File: src/rtl/sdram_port_arbiter.sv
// sdram_port_arbiter
// Shares the single SDRAM command port between the latency-critical A-bus bridge and the
// Avalon master. It also schedules periodic auto-refresh. One transaction is in flight at a
// time. Priority is refresh, then A-bus, then Avalon. A starvation guard forces an Avalon win
// after STARVE_LIMIT back-to-back A-bus grants taken while Avalon was waiting.
//
// Ports
//   clk_i, rst_i               clock; synchronous active-high reset
//   abus_*_i / av_*_i          requester inputs: req, we, addr, wdata, be
//                              fields are held stable until the matching ack
//   abus_ack_o / av_ack_o      one-cycle completion pulse; rdata is valid in the same cycle
//   abus_rdata_o / av_rdata_o  last read data returned to that port
//   cmd_*_o                    command to the SDRAM engine
//                              cmd_refresh_o marks an auto-refresh command
//   cmd_ready_i                engine accepts the command (valid & ready)
//   cmd_done_i, cmd_rdata_i    completion pulse and read data from the engine
//   refresh_overrun_o          sticky flag: the interval expired with a refresh still pending
module sdram_port_arbiter #(
  parameter int unsigned ADDR_W           = 25,
  parameter int unsigned DATA_W           = 16,
  parameter int unsigned REFRESH_INTERVAL = 906,
  parameter int unsigned STARVE_LIMIT     = 8
) (
  input  logic              clk_i,
  input  logic              rst_i,
  input  logic              abus_req_i,
  input  logic              abus_we_i,
  input  logic [ADDR_W-1:0] abus_addr_i,
  input  logic [DATA_W-1:0] abus_wdata_i,
  input  logic [1:0]        abus_be_i,
  output logic              abus_ack_o,
  output logic [DATA_W-1:0] abus_rdata_o,
  input  logic              av_req_i,
  input  logic              av_we_i,
  input  logic [ADDR_W-1:0] av_addr_i,
  input  logic [DATA_W-1:0] av_wdata_i,
  input  logic [1:0]        av_be_i,
  output logic              av_ack_o,
  output logic [DATA_W-1:0] av_rdata_o,
  output logic              cmd_valid_o,
  output logic              cmd_refresh_o,
  output logic              cmd_we_o,
  output logic [ADDR_W-1:0] cmd_addr_o,
  output logic [DATA_W-1:0] cmd_wdata_o,
  output logic [1:0]        cmd_be_o,
  input  logic              cmd_ready_i,
  input  logic              cmd_done_i,
  input  logic [DATA_W-1:0] cmd_rdata_i,
  output logic              refresh_overrun_o
);

  localparam int unsigned RefW = (REFRESH_INTERVAL > 1) ? $clog2(REFRESH_INTERVAL) : 1;
  localparam int unsigned StvW = $clog2(STARVE_LIMIT + 1);
  localparam logic [RefW-1:0] RefReload = RefW'(REFRESH_INTERVAL - 1);
  localparam logic [StvW-1:0] StvMax    = StvW'(STARVE_LIMIT);

  typedef enum logic [1:0] {StIdle, StIssue, StWait, StAck} state_e;
  typedef enum logic [1:0] {GntNone, GntRefresh, GntAbus, GntAv} gnt_e;

  state_e            state_q, state_d;
  gnt_e              gnt_q, gnt_d, arb_gnt;
  logic [RefW-1:0]   ref_cnt_q, ref_cnt_d;
  logic              ref_pend_q, ref_pend_d;
  logic              overrun_q, overrun_d;
  logic [StvW-1:0]   starve_q, starve_d;
  logic              cmd_valid_q, cmd_valid_d;
  logic              cmd_refresh_q, cmd_refresh_d;
  logic              cmd_we_q, cmd_we_d;
  logic [ADDR_W-1:0] cmd_addr_q, cmd_addr_d;
  logic [DATA_W-1:0] cmd_wdata_q, cmd_wdata_d;
  logic [1:0]        cmd_be_q, cmd_be_d;
  logic              abus_ack_q, abus_ack_d;
  logic              av_ack_q, av_ack_d;
  logic [DATA_W-1:0] abus_rdata_q, abus_rdata_d;
  logic [DATA_W-1:0] av_rdata_q, av_rdata_d;
  logic              ref_expire;
  logic              ref_accept;

  // Arbitration decision; only acted on in StIdle.
  always_comb begin
    arb_gnt = GntNone;
    if (ref_pend_q) begin
      arb_gnt = GntRefresh;
    end else if (av_req_i && (starve_q == StvMax)) begin
      arb_gnt = GntAv;
    end else if (abus_req_i) begin
      arb_gnt = GntAbus;
    end else if (av_req_i) begin
      arb_gnt = GntAv;
    end
  end

  always_comb begin
    state_d       = state_q;
    gnt_d         = gnt_q;
    starve_d      = starve_q;
    cmd_valid_d   = cmd_valid_q;
    cmd_refresh_d = cmd_refresh_q;
    cmd_we_d      = cmd_we_q;
    cmd_addr_d    = cmd_addr_q;
    cmd_wdata_d   = cmd_wdata_q;
    cmd_be_d      = cmd_be_q;
    abus_ack_d    = 1'b0;
    av_ack_d      = 1'b0;
    abus_rdata_d  = abus_rdata_q;
    av_rdata_d    = av_rdata_q;
    ref_accept    = 1'b0;

    // Free-running refresh timer, independent of the transaction state.
    ref_expire = (ref_cnt_q == '0);
    ref_cnt_d  = ref_expire ? RefReload : ref_cnt_q - 1'b1;

    unique case (state_q)
      StIdle: begin
        if (arb_gnt != GntNone) begin
          gnt_d       = arb_gnt;
          cmd_valid_d = 1'b1;
          state_d     = StIssue;
        end
        unique case (arb_gnt)
          GntRefresh: begin
            cmd_refresh_d = 1'b1;
            cmd_we_d      = 1'b0;
            cmd_addr_d    = '0;
            cmd_wdata_d   = '0;
            cmd_be_d      = '0;
          end
          GntAbus: begin
            cmd_refresh_d = 1'b0;
            cmd_we_d      = abus_we_i;
            cmd_addr_d    = abus_addr_i;
            cmd_wdata_d   = abus_wdata_i;
            cmd_be_d      = abus_be_i;
            if (!av_req_i) begin
              starve_d = '0;
            end else if (starve_q != StvMax) begin
              starve_d = starve_q + 1'b1;
            end
          end
          GntAv: begin
            cmd_refresh_d = 1'b0;
            cmd_we_d      = av_we_i;
            cmd_addr_d    = av_addr_i;
            cmd_wdata_d   = av_wdata_i;
            cmd_be_d      = av_be_i;
            starve_d      = '0;
          end
          default: ;
        endcase
      end
      StIssue: begin
        if (cmd_ready_i) begin
          cmd_valid_d = 1'b0;
          ref_accept  = cmd_refresh_q;
          state_d     = StWait;
        end
      end
      StWait: begin
        if (cmd_done_i) begin
          if (gnt_q == GntRefresh) begin
            state_d = StIdle;
          end else begin
            state_d = StAck;
            if (gnt_q == GntAbus) begin
              abus_ack_d = 1'b1;
              if (!cmd_we_q) abus_rdata_d = cmd_rdata_i;
            end else begin
              av_ack_d = 1'b1;
              if (!cmd_we_q) av_rdata_d = cmd_rdata_i;
            end
          end
        end
      end
      StAck: state_d = StIdle;
      default: state_d = StIdle;
    endcase

    // An acceptance and an expiry in the same cycle leave the next refresh pending.
    ref_pend_d = (ref_pend_q & ~ref_accept) | ref_expire;
    overrun_d  = overrun_q | (ref_expire & ref_pend_q & ~ref_accept);
  end

  always_ff @(posedge clk_i) begin
    if (rst_i) begin
      state_q       <= StIdle;
      gnt_q         <= GntNone;
      ref_cnt_q     <= RefReload;
      ref_pend_q    <= 1'b0;
      overrun_q     <= 1'b0;
      starve_q      <= '0;
      cmd_valid_q   <= 1'b0;
      cmd_refresh_q <= 1'b0;
      cmd_we_q      <= 1'b0;
      cmd_addr_q    <= '0;
      cmd_wdata_q   <= '0;
      cmd_be_q      <= '0;
      abus_ack_q    <= 1'b0;
      av_ack_q      <= 1'b0;
      abus_rdata_q  <= '0;
      av_rdata_q    <= '0;
    end else begin
      state_q       <= state_d;
      gnt_q         <= gnt_d;
      ref_cnt_q     <= ref_cnt_d;
      ref_pend_q    <= ref_pend_d;
      overrun_q     <= overrun_d;
      starve_q      <= starve_d;
      cmd_valid_q   <= cmd_valid_d;
      cmd_refresh_q <= cmd_refresh_d;
      cmd_we_q      <= cmd_we_d;
      cmd_addr_q    <= cmd_addr_d;
      cmd_wdata_q   <= cmd_wdata_d;
      cmd_be_q      <= cmd_be_d;
      abus_ack_q    <= abus_ack_d;
      av_ack_q      <= av_ack_d;
      abus_rdata_q  <= abus_rdata_d;
      av_rdata_q    <= av_rdata_d;
    end
  end

  assign abus_ack_o        = abus_ack_q;
  assign abus_rdata_o      = abus_rdata_q;
  assign av_ack_o          = av_ack_q;
  assign av_rdata_o        = av_rdata_q;
  assign cmd_valid_o       = cmd_valid_q;
  assign cmd_refresh_o     = cmd_refresh_q;
  assign cmd_we_o          = cmd_we_q;
  assign cmd_addr_o        = cmd_addr_q;
  assign cmd_wdata_o       = cmd_wdata_q;
  assign cmd_be_o          = cmd_be_q;
  assign refresh_overrun_o = overrun_q;

endmodule

File: config.mk
export PLATFORM = sky130hd
export DESIGN_NAME = sdram_port_arbiter
export DESIGN_NICKNAME = d
export VERILOG_FILES = /design/src/rtl/sdram_port_arbiter.sv
export SDC_FILE = /design/constraint.sdc
export NUM_CORES = 1
export LEC_CHECK = 0
export CAP_MARGIN = 20
export CORE_MARGIN = 2
export CORE_UTILIZATION = 44
export CTS_CLUSTER_SIZE = 28
export DETAILED_ROUTE_END_ITERATION = 8
export HOLD_SLACK_MARGIN = 0.06
export PLACE_DENSITY = 0.91
export SLEW_MARGIN = 20
export SYNTH_ARGS = -nofsm -noshare
export SYNTH_HDL_FRONTEND = slang
export SYNTH_SLANG_ARGS = --single-unit
File: constraint.sdc
create_clock -name clk_i -period 1.8 [get_ports clk_i]
set_clock_uncertainty 0.05 [all_clocks]
set_input_delay 0.18 -clock clk_i [delete_from_list [all_inputs] [get_ports clk_i]]
set_output_delay 0.18 -clock clk_i [all_outputs]
set_load 0.05 [all_outputs]
; After elaboration in Yosys (flattened, before gate mapping)
; Cells that the tools add are included.
[classes]
reduce_logical = 19
muxes = 24
eq_ne = 14
n_addsub = 2
bitwise_logic = 11
[ops]
columns = operator, count
row1 = $pmux 25 s3, 1
row2 = $pmux 16 s3, 1
row3 = $mux 2, 8
row4 = $eq 2x2->1 const B, 5
row5 = $logic_not 10->1, 1
row6 = $reduce_and 5->1, 2
row7 = $sub 10x1->10 const B, 1
row8 = $reduce_and 3->1, 3
row9 = $mux 4, 2
row10 = $pmux 2 s4, 1
row11 = $pmux 4 s2, 1
row12 = $reduce_bool 2->1, 4
row13 = $eq 2x1->1 const B, 3
row14 = $mux 1, 6
row15 = $ne 2x2->1 const B, 3
row16 = $not 1->1, 6
row17 = $pmux 2 s3, 1
row18 = $reduce_and 2->1, 3
row19 = $add 4x1->4 const B, 1
row20 = $eq 4x4->1 const B, 1
row21 = $ne 4x4->1 const B, 1
row22 = $pmux 1 s2, 2
row23 = $reduce_or 2->1, 2
row24 = $reduce_or 4->1, 1
row25 = other kinds (7), 10
[word_totals]
in_bits = 110
wordCells = 86
reg_bits = 100
out_inout_bits = 81

; Longest topological paths before layout
; Gate-level depths: netlist (run 1).
[logic_depth]
ltp_word = 8
ltp_mapped = 7
mapped_depth_nobuf = 5

; Worst setup path after synthesis (run 1)
; Ideal clock, no wire load.
[synth_timing]
path_kind = register -> register
from = register starve_q[0]
to = register starve_q[2]
period_less_slack_ps = 1601
setup_slack_ps = 199
path_stages_with_launch = 7
t_arrival_ps = 1472
required_ps = 1671
n_path_buf = 1
setup_ps = 79
path_cell_list = dfxtp_1 -> inv_1 -> ha_1 -> and3b_1 -> buf_2 -> or4_1 -> o211ai_1
[synth_via]
elab_chain_cells = 7
word_cells_on_any_way = 14
classes_between = add/sub: 1 / eq/ne: 5 / mux: 5 / reduce/logical: 3
[synth_lines]
columns = element, line
row1 = "start, declared", 65  ; logic [StvW-1:0] starve_q, starve_d;
row2 = "start signal, assigned", 207  ; starve_q <= starve_d;
row3 = $eq 4x4->1, 84  ; end else if (av_req_i && (starve_q == StvMax)) begin
row4 = $logic_and 1x1->1, 84
row5 = $mux 2, 84
row6 = $mux 2, 82  ; if (ref_pend_q) begin
row7 = $eq 2x2->1, 120  ; unique case (arb_gnt)
row8 = $ne 3x3->1 (no source line) / $reduce_bool 2->1 (equally long branches), n/a
row9 = $reduce_and 3->1 (no source line), n/a
; Several ways; a longest one is shown, not always the timed one. The select of a mux whose other input is x is not followed.
; A chain may end at the register's enable or synchronous reset.

; Worst setup path in the final report (run 1)
[layout_timing]
from = register cmd_wdata_q[2], in the netlist cmd_wdata_o[2]
to = output cmd_wdata_o[2]
[layout_rtl]
columns = element, line
row1 = "start, declared", 70  ; logic [DATA_W-1:0] cmd_wdata_q, cmd_wdata_d;
row2 = "start signal, assigned", 212  ; cmd_wdata_q <= cmd_wdata_d;
row3 = "end, declared", 44  ; output logic [DATA_W-1:0] cmd_wdata_o,
; No word-level cell between the ends.

==> results.toml, run 1 <==
[outcome]
outcome = "completed"

[finish]
final_nets = 830
final_layout_size_suffix_gt1_frac = 0.08762
layout.cells.most_common = "clkdlybuf4s50_1"
layout.cells.non_filler = 855
layout_common_cells = "clkdlybuf4s50_1 (147), dfxtp_1 (100), a21oi_1 (71), nand3_1 (64), a311oi_1 (44)"
diodes = 0
fill_cells = 765
layout-area-overhead-vs-synth_pct = 50.42

[setup_path]
crit_path_cell_trace = "clkdlybuf4s50_1"
worstPathArrival_ns = 1.53
end_kind = "output port"
max_stage_delay_ns = 0.81
ff2ff_setup_slack_ns = 0.13
r2r_cells = 6
cp_max_fo = 2
cp.buffers_inverters = 1
crit_family = "buffers and inverters"
critPathSlowestCell = "clkdlybuf4s50_1"
crit_type = "flip-flop to output port"
worstPathRequired_ns = 1.57
cp-start-kind = "flip-flop"
r2r_start = "starve_q[0]"
r2r_end = "cmd_addr_o[23]"

[logic_synthesis]
synth_seq_cells = 100
syn-num-nets = 664
ys_warn_count = 0
synth.distinct_cells = 50
synth-edff-count = 0
synth-main-ff-cell = "dfxtp_1"
avgSynthCellArea_sq_um = 8.690
synth_area_sq_um = 4762
synthCells = 548
async_flop_share = 0
synth-seq-area-share = 0.4204

[hold_path]
hp-class = "primary input to flip-flop"
hold_start = "rst_i"
hold_depth = 2
holdPathEnd = "ref_pend_q"

[routing]
viasPerCell = 6.219
routedWlPerCell_microns = 18.69
via_count = 5317
drt_iter0_drc = 400
wl_met2_microns = 7853
drt-met1-wl_microns = 6013
drt_wl_total_microns = 15980
drc_errors = 0
first_pass_iters = 5
ant_nets = 0
top_layer_used = "met4"
wl_met3_microns = 1496

[run]
maxCapViolCount = 0

[global_route]
first_global_vias = 5132
grt_usage = 0.2621
grt_antenna_before_repair = 0
grt_pass1_wl_microns = 24370
grt_max_degree = 44
gr-total-overflow = 0

[clock_tree]
clock-sinks = 100
htree_levels = 3
numCtsBuffers = 9
cts-root-buf = "clkbuf_8"
cts.clk_slew.worst_paths_ns = 0.10
clk_latency_ns = 0.36
clock_path_buffers = 2
cts_tree = "yes"

[timing]
fin_crit_sh = 0.9801
relSlewSlack = 0.6225
fin_hold_ws_ns = 0.1400
slew_violations = 0
max_freq_ghz = 0.5668
worstMarginPinSlew_ns = 0.5653
hold_viol = 0
period_needed_ns = 1.764
setup_violations = 0

[die]
die_w_microns = 108.0
core_area_sq_um = 10420
initial_utilization = 0.4572
ios = 191
die_h_microns = 108.0
die_area_sq_um = 11670
rows = 37

[pwr]
power_leakage_nw = 2.996
worst_ir_drop_vdd_mv = 0.4301
power_density_nw_per_um2 = 796.5
fin_total_pwr_mw = 5.705

[place]
place_inst = 839
place_congestion = 0.8657
hpwl_microns = 11470
port_buffers = 190
==> worst max-delay path by stage <==
stage          cells after the start  slack, ns               to      startpoint
6_report                           1       0.04   cmd_wdata_o[2]  cmd_wdata_o[2]
5_1_grt                            1    -0.0004   cmd_addr_o[11]  cmd_addr_o[11]
4_1_cts                            1      0.001    cmd_addr_o[2]   cmd_addr_o[2]
3_5_place_dp                       6      -0.04   cmd_wdata_o[5]        av_req_i
3_3_place_gp                       7       0.08  cmd_wdata_o[13]        av_req_i
2_1_floorplan                      6       0.20      starve_q[2]     starve_q[0]
==> registers in the layout (all words and copies together) (netlist names) <==
register / count
ref_pend_q: 1
cmd_wdata_o: 16
cmd_valid_o: 1
cmd_be_o: 2
refresh_overrun_o: 1
state_q: 2
gnt_q: 2
abus_ack_o: 1
cmd_refresh_o: 1
cmd_addr_o: 25
av_rdata_o: 16
abus_rdata_o: 16
cmd_we_o: 1
av_ack_o: 1
ref_cnt_q: 10
starve_q: 4
==> cell usage after synthesis, types with 2 or more instances <==
library cell / n / area share
nand2b_1: 2 / 0.0026
mux2i_1: 17 / 0.036
nor2_1: 8 / 0.0063
buf_2: 20 / 0.021
clkbuf_1: 37 / 0.029
ha_1: 6 / 0.016
o2111ai_1: 43 / 0.079
inv_1: 10 / 0.0079
dfxtp_1: 100 / 0.42
nand2_1: 36 / 0.028
nor3_1: 5 / 0.0053
a31oi_1: 3 / 0.0039
nand3b_1: 3 / 0.0047
o21ai_0: 23 / 0.024
buf_6: 3 / 0.0071
o211ai_1: 4 / 0.0063
nor2b_1: 2 / 0.0026
buf_4: 2 / 0.0032
a21oi_1: 71 / 0.075
a211oi_1: 2 / 0.0032
or4_1: 4 / 0.0063
xnor2_1: 2 / 0.0037
and4_1: 2 / 0.0037
nand4b_1: 2 / 0.0037
clkinv_1: 2 / 0.0016
a311oi_1: 45 / 0.083
nand3_1: 64 / 0.067
and3_1: 2 / 0.0026
nor3b_1: 2 / 0.0032
or3_1: 5 / 0.0066
and3b_1: 2 / 0.0037
==> final cells by class <==
cell class	count	area [sq um]	share of cell area
Sequential cell	100	2002	0.2795
Multi-Input combinational cell	371	2434	0.3397
Timing Repair Buffer	219	2302	0.3214
Clock buffer	9	123.9	0.01729
Clock inverter	7	82.58	0.01153
Inverter	13	48.80	0.006812
Tap cell	136	170.2	0.02376
==> cell families (layout without fill, tap and decap cells) <==
kind of cell / count (synthesis) / after routing / share of synthesized area
multiplexers: 17 / 17 / 0.03573
XOR/XNOR: 2 / 2 / 0.003679
adder cells (fa/ha/maj): 6 / 6 / 0.01576
buffers and inverters: 77 / 248 / 0.07435
flip-flops: 100 / 100 / 0.4204
AO/OA/AOI/OAI: 198 / 198 / 0.2848
AND/OR/NAND/NOR: 148 / 148 / 0.1653
==> per-layer routing <==
| layer | up-vias | GRT usage |
|---|---|---|
| met3 | 47 | 0.05967 |
| met5 | - | 0 |
| li1 | 2447 | - |
| met1 | 2478 | 0.3069 |
| met2 | 345 | 0.4528 |
| met4 | 0 | 0.1245 |
==> stage by stage <==
stage | TNS [ns] | utilization | setup WS [ns] | cell area [sq um]
4_1_cts | 0 | 0.6771 | 0.001123 | 7053
3_5_place_dp | -0.05086 | 0.6575 | -0.03939 | 6849
5_1_grt | -0.0004002 | 0.6877 | -0.0004002 | 7163
2_1_floorplan | 0 | - | 0.1991 | 4762
3_3_place_gp | 0 | 0.6575 | 0.07684 | 6849
6_report | 0 | 0.6877 | 0.03586 | 7163
==> what timing repair did <==
| action | in CTS | in global routing |
|---|---|---|
| pin swaps | 0 | 1 |
| cloned | 0 | 0 |
| hold buffers | 0 | 0 |
| endpoints found under the hold margin | 0 | 0 |
| endpoints found under the setup margin | 2 | 62 |
| buffers inserted | 0 | 0 |
| resized for setup | 2 | 41 |
==> report_power, final <==
part           switching, mW  internal, mW  total, mW
Clock                  0.824         0.665       1.49
Combinational           1.03         0.705       1.73
Sequential             0.114          2.37       2.48
No activity file was read; power rests on OpenSTA's default activity.
==> run 2: changes to the inputs <==
CORE_MARGIN = not set   (was 2)
==> run 2 against run 1 <==
- register-to-register slack worse by 0.03 ns
- count of clock-buffer cells in the layout is 2 higher
- final area is 1.6% lower
- global-route usage is 0.18 points higher
- largest power group unchanged
- highest routed layer unchanged
==> results.toml, run 2 (synthesized netlist as in run 1, its figures left out) <==
[outcome]
outcome = "completed"

[clock_tree]
cts_tree = "yes"
cts-root-buf = "clkbuf_8"
htree_levels = 3
cts_hold_buf = 0
clock-sinks = 100
clock_path_buffers = 2
cts.clk_slew.worst_paths_ns = 0.10
numCtsBuffers = 9
post-cts-setup-buffers = 0
clk_latency_ns = 0.35

[setup_path]
cp.buffers_inverters = 1
r2r_end = "cmd_wdata_o[14]"
end_kind = "output port"
crit_start = "cmd_wdata_o[13]"
critical_path_cell_count = 1
worstPathRequired_ns = 1.57
crit_family = "buffers and inverters"
crit_type = "flip-flop to output port"
ff2ff_setup_slack_ns = 0.10
cp_max_fo = 2
endpoint = "cmd_wdata_o[13]"
critPathSlowestCell = "clkdlybuf4s50_1"
cp-start-kind = "flip-flop"
crit_path_cell_trace = "clkdlybuf4s50_1"
r2r_cells = 6
max_stage_delay_ns = 0.82
r2r_start = "starve_q[0]"
worstPathArrival_ns = 1.53

[finish]
register_area_sq_um = 2002
largest_reg_flops = 25
layout-area-overhead-vs-synth_pct = 48.00
multi_input_area_sq_um = 2427
design_area_sq_um = 7048
layout_common_cells = "clkdlybuf4s50_1 (168), dfxtp_1 (100), a21oi_1 (71), nand3_1 (64), a311oi_1 (45)"
final_nets = 830
layout.cells.most_common = "clkdlybuf4s50_1"
final_layout_size_suffix_gt1_frac = 0.08496
fill_cells = 821
diodes = 0
layout.cells.non_filler = 854

[timing]
worstMarginPinSlew_ns = 0.5598
setup_violations = 0
slew_violations = 0
period_needed_ns = 1.763
hold_viol = 0
max_freq_ghz = 0.5672
finalWorstSetupSlack_ns = 0.03690
fin_crit_sh = 0.9795
relSlewSlack = 0.6262

[place]
preCtsSetupSlack_ns = -0.09575
port_buffers = 190
hpwl_microns = 11160
place_congestion = 0.8738
dpl-instance-area_sq_um = 6807
place_inst = 839

[pwr]
worst_ir_drop_vdd_mv = 0.3928
power_density_nw_per_um2 = 798.4
power_leakage_nw = 2.603

[global_route]
first_global_vias = 5102
grt_antenna_before_repair = 0
grt_usage = 0.2639
grt_pass1_wl_microns = 23980
grt_max_degree = 44
gr-total-overflow = 0

[routing]
drt_iter0_drc = 346
first_pass_iters = 5
ant_nets = 0
via_count = 5329
drt_wl_total_microns = 15510
drc_errors = 0
routedWlPerCell_microns = 18.16
viasPerCell = 6.240

[die]
ios = 191
die_area_sq_um = 11240
core_area_sq_um = 10420
initial_utilization = 0.4572
die_h_microns = 106.0
rows = 37
die_w_microns = 106.0

[run]
maxCapViolCount = 0

[hold_path]
hp-class = "primary input to flip-flop"
run 2: report_power, final:
group | switching, mW | internal [mW] | total, mW | leakage [nW]
clock network | 0.754 | 0.672 | 1.43 | 0.0914
registers | 0.114 | 2.37 | 2.48 | 0.819
logic | 1.02 | 0.695 | 1.72 | 1.69
run 2: layout make-up:
type | count | area share
inverter | 13 | 0.006923
tap | 136 | 0.02414
multi-input combinational | 371 | 0.3444
clock buffer | 11 | 0.02006
clock inverter | 4 | 0.007101
timing repair buffer | 219 | 0.3133
sequential | 100 | 0.2840
run 2: timing repair:
action                     CTS  global route
setup endpoints to repair    1            39
gates resized for setup      1            19
cloned                       0             0
run 2: per-layer routing:
metal,track usage,wire length [microns],up-vias
li1,-,-,2441
met1,0.3011,6053,2530
met2,0.4804,7753,324
met3,0.05028,1308,34
met4,0.1081,395,0
met5,0,0,-
run 2: stage by stage:
stage	power, mW	hold slack, ns	util	setup TNS, ns
floorplan	3.515	0.2722	-	0
global placement	4.186	0.3931	0.6535	0
detailed placement	4.232	0.4059	0.6535	-2.077
CTS	5.628	0.1528	0.6717	0
global route	5.852	0.1673	0.6766	-0.007662
finish	5.627	0.1735	0.6766	0
run 2: how the worst min path moves through the flow:
stage	startpoint	endpoint	slack (ns)	cells after the start
floorplan	cmd_rdata_i[10]	abus_rdata_o[10]	0.27	2
global placement	abus_rdata_o[8]	abus_rdata_o[8]	0.39	2
detailed placement	abus_rdata_o[14]	abus_rdata_o[14]	0.41	2
CTS	rst_i	cmd_wdata_o[15]	0.15	2
global route	rst_i	cmd_addr_o[16]	0.17	2
finish	rst_i	cmd_wdata_o[15]	0.17	2
